### src/rtl/dm_pkg.sv
// Shared types and helpers for the synchronous data memory (dm_sync).
package dm_pkg;

  typedef enum logic [1:0] {
    CLEAR = 2'd0,
    IDLE  = 2'd1,
    RD    = 2'd2,
    WR    = 2'd3
  } state_t;

  localparam int WAIT_CNT_W = 4;

  // Even parity bit over a zero-extended word; zero padding leaves the XOR unchanged.
  function automatic logic parity_even(input logic [63:0] data);
    return ^data;
  endfunction

endpackage

### src/rtl/dm_sync_ram_array.sv
// Storage array for dm_sync: one write port and one registered read port.
module dm_ram_array #(
  parameter int WIDTH  = 8,
  parameter int ADDR_W = 8,
  parameter int DEPTH  = 256
) (
  input  logic              clk,
  input  logic              we,
  input  logic [ADDR_W-1:0] wr_addr,
  input  logic [WIDTH-1:0]  wr_data,
  input  logic [ADDR_W-1:0] rd_addr,
  output logic [WIDTH-1:0]  rd_data
);

  localparam logic [ADDR_W:0] DEPTH_L = (ADDR_W + 1)'(DEPTH);

  logic [WIDTH-1:0] mem [DEPTH];

  // Write port; callers guarantee wr_addr is in range whenever we is high.
  always_ff @(posedge clk) begin
    if (we) begin
      mem[wr_addr] <= wr_data;
    end
  end

  // Registered read; addresses beyond the array read as zero.
  always_ff @(posedge clk) begin
    if ({1'b0, rd_addr} < DEPTH_L) begin
      rd_data <= mem[rd_addr];
    end else begin
      rd_data <= {WIDTH{1'b0}};
    end
  end

endmodule

### src/rtl/dm_sync.sv
// Synchronous data memory with Ready handshake, post-reset clear sweep and write abort.
// Optional stored-parity check is enabled by defining DM_PARITY_EN (adds ParErr port).
module dm_sync
  import dm_pkg::*;
#(
  parameter int DATA_W  = 8,
  parameter int ADDR_W  = 8,
  parameter int DEPTH   = 256,
  parameter int RD_WAIT = 1,
  parameter int WR_WAIT = 3
) (
  input  logic              CLK,
  input  logic              RESET,
  input  logic              MemRead,
  input  logic              MemWrite,
  input  logic [ADDR_W-1:0] ABUS,
  input  logic [DATA_W-1:0] DIN,
  output logic [DATA_W-1:0] DATABUS,
  output logic              Ready,
  output logic              Busy,
  output logic              WrAbort
`ifdef DM_PARITY_EN
  ,
  output logic              ParErr
`endif
);

`ifdef DM_PARITY_EN
  localparam int MEM_W = DATA_W + 1;
`else
  localparam int MEM_W = DATA_W;
`endif

  localparam logic [ADDR_W:0]         DEPTH_L  = (ADDR_W + 1)'(DEPTH);
  localparam logic [ADDR_W-1:0]       LAST_PTR = ADDR_W'(DEPTH - 1);
  localparam logic [ADDR_W-1:0]       ADDR_ONE = ADDR_W'(1);
  localparam logic [WAIT_CNT_W-1:0]   CNT_ONE  = WAIT_CNT_W'(1);
  localparam logic [WAIT_CNT_W-1:0]   CNT_ZERO = WAIT_CNT_W'(0);

  if (RD_WAIT < 0 || RD_WAIT > 15 || WR_WAIT < 0 || WR_WAIT > 15) begin : g_wait_range_err
    $error("dm_sync: RD_WAIT and WR_WAIT must be in 0..15");
  end
  if (DEPTH < 1 || DEPTH > (1 << ADDR_W)) begin : g_depth_range_err
    $error("dm_sync: DEPTH must be in 1..2**ADDR_W");
  end

  state_t                  state_r;
  state_t                  state_s;
  logic [WAIT_CNT_W-1:0]   cnt_r;
  logic [ADDR_W-1:0]       addr_r;
  logic [DATA_W-1:0]       din_r;
  logic [ADDR_W-1:0]       clr_ptr_r;

  logic                    done_s;
  logic                    in_range_s;
  logic                    wr_en_s;
  logic [ADDR_W-1:0]       wr_addr_s;
  logic [MEM_W-1:0]        wr_data_s;
  logic [ADDR_W-1:0]       rd_addr_s;
  logic [MEM_W-1:0]        rd_data_s;

  assign done_s     = (cnt_r == CNT_ZERO);
  assign in_range_s = ({1'b0, addr_r} < DEPTH_L);
  // In IDLE the array pre-reads the live bus so a zero-wait read still completes one edge later.
  assign rd_addr_s  = (state_r == IDLE) ? ABUS : addr_r;

  // Next-state logic.
  always_comb begin
    state_s = state_r;
    case (state_r)
      CLEAR: begin
        if (clr_ptr_r == LAST_PTR) state_s = IDLE;
        else                       state_s = CLEAR;
      end
      IDLE: begin
        if (MemWrite)     state_s = WR;
        else if (MemRead) state_s = RD;
        else              state_s = IDLE;
      end
      RD, WR: begin
        if (done_s) state_s = IDLE;
        else        state_s = state_r;
      end
      default: state_s = CLEAR;
    endcase
  end

  // Array write-port mux: clear sweep or a committed (held, in-range) write.
  always_comb begin
    wr_en_s   = 1'b0;
    wr_addr_s = addr_r;
    wr_data_s = {MEM_W{1'b0}};
    case (state_r)
      CLEAR: begin
        wr_en_s   = 1'b1;
        wr_addr_s = clr_ptr_r;
        wr_data_s = {MEM_W{1'b0}};
      end
      WR: begin
        wr_en_s   = done_s && MemWrite && in_range_s;
        wr_addr_s = addr_r;
`ifdef DM_PARITY_EN
        wr_data_s = {parity_even(64'(din_r)), din_r};
`else
        wr_data_s = din_r;
`endif
      end
      default: begin
        wr_en_s   = 1'b0;
        wr_addr_s = addr_r;
        wr_data_s = {MEM_W{1'b0}};
      end
    endcase
  end

  // FSM state, request latches, wait counter and registered outputs.
  always_ff @(posedge CLK or posedge RESET) begin
    if (RESET) begin
      state_r   <= CLEAR;
      clr_ptr_r <= {ADDR_W{1'b0}};
      cnt_r     <= CNT_ZERO;
      addr_r    <= {ADDR_W{1'b0}};
      din_r     <= {DATA_W{1'b0}};
      DATABUS   <= {DATA_W{1'b0}};
      Ready     <= 1'b0;
      WrAbort   <= 1'b0;
      Busy      <= 1'b1;
`ifdef DM_PARITY_EN
      ParErr    <= 1'b0;
`endif
    end else begin
      state_r <= state_s;
      Busy    <= (state_s != IDLE);
      Ready   <= 1'b0;
      WrAbort <= 1'b0;
`ifdef DM_PARITY_EN
      ParErr  <= 1'b0;
`endif
      case (state_r)
        CLEAR: clr_ptr_r <= clr_ptr_r + ADDR_ONE;
        IDLE: begin
          if (MemWrite) begin
            addr_r <= ABUS;
            din_r  <= DIN;
            cnt_r  <= WAIT_CNT_W'(WR_WAIT);
          end else if (MemRead) begin
            addr_r <= ABUS;
            cnt_r  <= WAIT_CNT_W'(RD_WAIT);
          end else begin
            cnt_r  <= cnt_r;
          end
        end
        RD: begin
          if (done_s) begin
            DATABUS <= rd_data_s[DATA_W-1:0];
            Ready   <= 1'b1;
`ifdef DM_PARITY_EN
            ParErr  <= in_range_s &&
                       (rd_data_s[DATA_W] != parity_even(64'(rd_data_s[DATA_W-1:0])));
`endif
          end else begin
            cnt_r <= cnt_r - CNT_ONE;
          end
        end
        WR: begin
          // MemWrite is only sampled on the final edge; dropping it earlier still aborts here.
          if (done_s) begin
            if (MemWrite) Ready   <= 1'b1;
            else          WrAbort <= 1'b1;
          end else begin
            cnt_r <= cnt_r - CNT_ONE;
          end
        end
        default: state_r <= CLEAR;
      endcase
    end
  end

  dm_ram_array #(
    .WIDTH  (MEM_W),
    .ADDR_W (ADDR_W),
    .DEPTH  (DEPTH)
  ) u_ram (
    .clk     (CLK),
    .we      (wr_en_s),
    .wr_addr (wr_addr_s),
    .wr_data (wr_data_s),
    .rd_addr (rd_addr_s),
    .rd_data (rd_data_s)
  );

endmodule

### config.mk
export PLATFORM = sky130hd
export DESIGN_NAME = dm_sync
export DESIGN_NICKNAME = d
export VERILOG_FILES = /design/src/rtl/dm_pkg.sv /design/src/rtl/dm_sync_ram_array.sv /design/src/rtl/dm_sync.sv
export SDC_FILE = /design/constraint.sdc
export NUM_CORES = 2
export LEC_CHECK = 0
export CORE_UTILIZATION = 39
export CTS_BUF_LIST = sky130_fd_sc_hd__clkbuf_16
export CTS_CLUSTER_DIAMETER = 30
export DETAILED_ROUTE_END_ITERATION = 12
export PLACE_DENSITY = 0.62
export SLEW_MARGIN = 25
export SYNTH_ARGS = -nofsm -noshare
export SYNTH_HDL_FRONTEND = slang
export SYNTH_HIERARCHICAL = 1
export SYNTH_SLANG_ARGS = --single-unit
export TNS_END_PERCENT = 20
### constraint.sdc
create_clock -name CLK -period 10.3 [get_ports CLK]
set_input_delay 3.09 -clock CLK [delete_from_list [all_inputs] [get_ports CLK]]
set_output_delay 3.09 -clock CLK [all_outputs]
set_load 0.05 [all_outputs]
---- After elaboration in Yosys (flattened, before gate mapping) ----
Memory sizes are Yosys's and may differ from the RTL's. A register that Yosys moved wholly into a read port is not among the register bits.
Index checks and enable logic that the tools add are counted.
cells by class
  $add $sub $neg .......................... 2
  equality and inequality tests ........... 7
  muxes and demuxes ....................... 24
  reductions and logical operators ........ 10
operator list
  operator                                                               count
  8-bit 2-to-1 mux                                                       5
  4-bit 2-to-1 mux                                                       3
  1-bit 2-to-1 mux                                                       9
  8-bit by 1-bit adder with 8-bit output, second input constant          1
  8-bit equality test, second input constant                             1
  4-bit one-hot mux with 2 select lines                                  1
  2-bit 2-to-1 mux                                                       3
  2-bit one-hot mux with 3 select lines                                  1
  2-bit AND reduction                                                    3
  2-bit equality test, second input constant                             2
  4-bit zero test                                                        1
  1-bit one-hot mux with 2 select lines                                  2
  2-bit nonzero test                                                     2
  4-bit by 1-bit subtractor with 4-bit output, second input constant     1
  3-bit != test, second input constant                                   1
  3-bit AND reduction                                                    1
  2-bit by 1-bit equality test with 1-bit output, second input constant  1
  2-bit zero test                                                        1
  2-bit by 1-bit != test with 1-bit output, second input constant        1
  2-bit != test, second input constant                                   1
  2-bit OR reduction                                                     1
  1-bit logical AND                                                      1
storage, ports and cells
  register bits ........................... 41
  memory bits (writable) .................. 2048
  input bits .............................. 20
  word-level logic and storage cells ...... 53
  memories kept ........................... 1
memories
  memory     words  bits a word  rd ports  clocked after Yosys merged registers in  write ports  RTL line                 text
  u_ram.mem  256    8            1         1                                        1            dm_sync_ram_array.sv:17  logic [WIDTH-1:0] mem [DEPTH];

---- Logic depth before layout (Yosys ltp) ----
  word-level depth ........................ 5
  depth in mapped cells ................... 15

---- Modules after synthesis ----
The synthesis kept the hierarchy.
modules (own cells, without submodules)
  module        times used  cells an instance  area each (um^2)
  dm_ram_array  1           3733               79556.3
  dm_sync       1           162                2044.5

---- Worst setup path before layout ----
No wires, ideal clock.
  kind .................................... input port to flip-flop
  start ................................... in MemWrite
  end ..................................... mem u_ram.mem[234][0], enable pin
  library setup time ...................... 370 ps
  data arrival time ....................... 4819 ps
  setup slack ............................. 5111 ps
  stages .................................. 8
  path buffers ............................ 4
  cells stage by stage .................... buf_2 > nand3_1 > a21oi_1 > clkbuf_1 > buf_1 > nand3_1 > clkbuf_1 > nor2_1
on the way
  word-level cells in the longest chain between the ends .. 4
RTL lines
  element                                 RTL line                 text
  start: declaration                      dm_sync.sv:15            input logic MemWrite,
  1-bit logical AND                       dm_sync.sv:100           wr_en_s = done_s && MemWrite && in_range_s;
  1-bit one-hot mux with 2 select lines   dm_sync.sv:93            case (state_r)
  named net wr_en_s                       dm_sync.sv:56            logic wr_en_s;
  1-bit 2-to-1 mux                        dm_sync_ram_array.sv:21  if (we) begin
  1-bit 2-to-1 mux (implied by the code)  dm_sync_ram_array.sv:22  mem[wr_addr] <= wr_data;
  end: declaration                        dm_sync_ram_array.sv:17
The timed path passes the listed nets, and every way through them passes these cells.

---- Final worst setup path ----
  start ................................... in ABUS[0]
  end ..................................... reg u_ram.rd_data[3], read port of u_ram.mem
on the way
  word-level cells in the longest chain between the ends .. 1
RTL lines
  element                 RTL line                 text
  start: declaration      dm_sync.sv:16            input logic [ADDR_W-1:0] ABUS,
  8-bit 2-to-1 mux        dm_sync.sv:65            assign rd_addr_s = (state_r == IDLE) ? ABUS : addr_r;
  named net rd_addr_s[0]  dm_sync.sv:59            logic [ADDR_W-1:0] rd_addr_s;
  end: declaration        dm_sync_ram_array.sv:12  output logic [WIDTH-1:0] rd_data
The timed path passes the listed nets, and every way through them passes these cells.
A chain may end at the register's enable or synchronous reset.

==> qor.csv <==
stage,metric,value,unit
status,outcome,completed,
grt,first-pass GRT wire length,300000,um
cells_and_area,Post-Layout Cell Count,7273,
clock_network,setup bufs post-CTS,0,
synthesis,Post-synth EDFFs,2048,
synthesis,Yosys top cell area share,0.754,
clock_network,Clock Sinks,2097,
power_and_ir_drop,Psw,0.00718,W
power_and_ir_drop,Seq pwr share,0.357,
die,Die Ht,459,um
sta,Fmax,0.144,GHz
clock_network,CTS Buf Count,390,
clock_network,number of H-tree levels,5,
grt,GRT Residual Overflow,0,
critical_path,Critical Path Sink,u_ram/rd_data[3]$_DFF_P_,
critical_path,CP Launch Point,ABUS[0],
sta,slew margin rel.,0.227,
synthesis,top_reg_cell synth,edfxtp_1,
detailed_routing,vias per std cell,5.73,
grt,initial antenna violation count,12,
sta,RSZ-0062 raised after global routing,false,
sta,crit share post-route,0.673,
critical_path,Crit Reg-Reg Startpoint,state_r[1]$_DFF_PP0_,
critical_path,Critical Path Fanout Max,71,
sta,Sum Neg Setup Slack,0,ns
critical_path,critical path required time,11.07,ns
clock_network,Clock Tree Buf Depth,4,
cells_and_area,sequential cell area,62700,um^2
cells_and_area,area of the multi-input gates,17600,um^2
synthesis,ys async rst share,0.0196,
cells_and_area,Filler cells,16622,
synthesis,mapped cell area,81600,um^2
critical_path,CP Class,in2reg,
sta,Finish-stage setup viols,0,
power_and_ir_drop,Lkg Pwr,32.9,nW
sta,"Hold Vio Cnt, Final",0,
critical_path,Critical-path top delay cell,buf_4,
place,I/O Buffers,30,
clock_network,CTS Hold Bufs,0,
synthesis,leading area contributor after synthesis,edfxtp_1,
die,Die Footprint,211000,um^2
detailed_routing,drt pass-1 iters,6,
synthesis,Yosys warnings,6,
clock_network,clk_lat worst skew,0.94,ns
place,gpl congestion,0.829,
critical_path,crit-path max cell delay,0.76,ns
synthesis,syn nets,3922,
critical_path,r2r setup slk,4.59,ns
critical_path,reg-to-reg endpoint,u_ram/rd_data[3]$_DFF_P_,
synthesis,Yosys cell types,68,
clock_network,post-CTS sizing,0,
cells_and_area,Layout area overhead,20.7,%
critical_path,CP cell instances,"clkdlybuf4s50_1, mux2_8, buf_4, buf_4, mux4_2, a22o_1, a221oi_1, o32ai_1, nor3_1, nor4_1",
detailed_routing,mean routed wirelength per cell,28.6,um
cells_and_area,fin area,98500,um^2
die,Initial Util,0.393,
synthesis,register area share after synthesis,0.768,
clock_network,CTS root buf,clkbuf_16,
sta,worst hold slack,0.501,ns
place,DP Area,84900,um^2
cells_and_area,Final #Nets,4192,
synthesis,Post-Syn Area per Cell,21.0,um^2
power_and_ir_drop,Comb pwr share,0.160,
power_and_ir_drop,peak supply drop,0.169,mV
clock_network,"Clk pin slew, worst setup/hold paths",0.05,ns
critical_path,most frequent CP cell,buf_4,
place,Cells after DPL,6559,
grt,largest net degree at the start of global routing,209,
power_and_ir_drop,Pwr per Cell Area,272,nW/um^2
detailed_routing,vias,41673,
sta,Setup Skew,0.0698,ns
grt,vias in the first global route,42067,
critical_path,crit path launch type,input port,
sta,Worst Tran Pin Value,1.16,ns
detailed_routing,drt total wl,208000,um
power_and_ir_drop,P_int,0.0196,W
flow_run,MaxCap Viol Count,0,
detailed_routing,drt drc,0,
die,core area,207000,um^2
min_path,Worst Hold Class,reg2reg,
grt,total track usage,0.196,
critical_path,r2r worst-path depth,11,
sta,Slew Limit Fails,0,
clock_network,TritonCTS clock tree,yes,
power_and_ir_drop,Sw Ratio,0.268,
cells_and_area,share of post-route cells with drive strength above 1,0.286,
detailed_routing,Post-DRT Antenna Nets,0,
detailed_routing,drt first-iter violations,5061,
die,Core Rows,167,
sta,minimum clock period,6.94,ns
synthesis,Mapped Cells,3895,
synthesis,top post-synthesis cells by area,"edfxtp_1 (75%), mux4_2 (13%), mux2i_1 (1.6%)",
place,detailed placer's ending HPWL,122000,um
die,I/O Pins,31,
die,Die W,459,um
power_and_ir_drop,Clk pwr share,0.483,
critical_path,CP arrival,7.71,ns
critical_path,CP Capture Type,flip-flop,
synthesis,Yosys reg bits,2097,
kinds of logic after synthesis:
family / synth area share
adder cells (fa/ha/maj): 0.00107
AND/OR/NAND/NOR: 0.0283
buffers and inverters: 0.0186
flip-flops: 0.768
AO/OA/AOI/OAI: 0.0347
XOR/XNOR: 0.000751
multiplexers: 0.148
layer usage:
layer / wire (um) / GRT usage / share of wire / up-vias
met5: 32 / 0 / 0.00015 / -
met2: 99200 / 0.304 / 0.48 / 1882
met3: 18100 / 0.0477 / 0.087 / 375
li1: - / - / - / 17031
met1: 85100 / 0.271 / 0.41 / 22379
met4: 5430 / 0.0647 / 0.026 / 6
worst min-delay path by stage:
stage / startpoint / endpoint / depth (start not counted)
detailed placement: clr_ptr_r[7]$_DFFE_PP0P_ / clr_ptr_r[7]$_DFFE_PP0P_ / 1
floorplan: u_ram/rd_data[0]$_DFF_P_ / DATABUS[0]$_DFFE_PP0P_ / 1
finish: din_r[4]$_DFFE_PP0P_ / din_r[4]$_DFFE_PP0P_ / 1
CTS: clr_ptr_r[7]$_DFFE_PP0P_ / clr_ptr_r[7]$_DFFE_PP0P_ / 1
global route: din_r[1]$_DFFE_PP0P_ / din_r[1]$_DFFE_PP0P_ / 1
global placement: clr_ptr_r[7]$_DFFE_PP0P_ / clr_ptr_r[7]$_DFFE_PP0P_ / 1
critical path, delay by kind of cell:
family	cells	cell delay [ns]
buf+inv	3	1.70
mux	2	1.27
simple gates	2	0.81
compound gates	3	0.66
registers in the layout, indices dropped and copies added (netlist names):
| register | count |
|---|---|
| Busy | 1 |
| DATABUS | 8 |
| Ready | 1 |
| WrAbort | 1 |
| addr_r | 8 |
| clr_ptr_r | 8 |
| cnt_r | 4 |
| din_r | 8 |
| state_r | 2 |
| u_ram/mem | 2048 |
| u_ram/rd_data | 8 |
cell usage after synthesis (all sizes together), types with 7 or more instances:
cell type,n
mux2i,134
nand2b,8
a22oi,133
nand2,39
o21ai,14
nand4,14
buf,127
dfxtp,8
a21oi,98
nor3,23
clkbuf,112
mux4,456
nand3,35
inv,10
mux2,43
and2,16
edfxtp,2048
a221oi,14
a211oi,18
ha,7
nor4,27
o221ai,47
nor2b,32
dfrtp,40
nor2,286
o22ai,29
a22o,9
o211ai,11
final cells by class:
class                   instances  area share
flip-flops and latches       2097       0.637
clock inverters               309      0.0359
well taps                    2788      0.0354
repair buffers                117      0.0118
clock buffers                 396       0.101
inverters                      11    0.000445
diodes                          7    0.000178
multi-input cells            1548       0.179
cells in the final DEF, fill, tap and decap left out, types with 48 or more instances in the layout:
cell type and n:
clkinv_2 48, edfxtp_1 2048, a22oi_1 133, a21oi_1 97, nor2_1 275, mux4_2 454
mux2i_1 134, clkbuf_16 396, buf_4 69, bufinv_16 64
power groups by stage:
stage               Clock (W)  Sequential [W]  Combinational (W)
floorplan                   0         0.00964            0.00282
global placement            0         0.00970            0.00421
detailed placement          0         0.00971            0.00425
CTS                    0.0131         0.00955            0.00426
global route           0.0135         0.00955            0.00445
finish                 0.0129         0.00955            0.00428
per-stage QoR:
step | utilization | total power (W) | worst slack [ns]
floorplan | - | 0.0125 | 5.11
global placement | 0.409 | 0.0139 | 1.94
detailed placement | 0.409 | 0.0140 | 2.43
CTS | 0.474 | 0.0269 | 3.39
global route | 0.475 | 0.0275 | 3.24
finish | 0.475 | 0.0268 | 3.36
No activity file was read; power rests on OpenSTA's default activity.
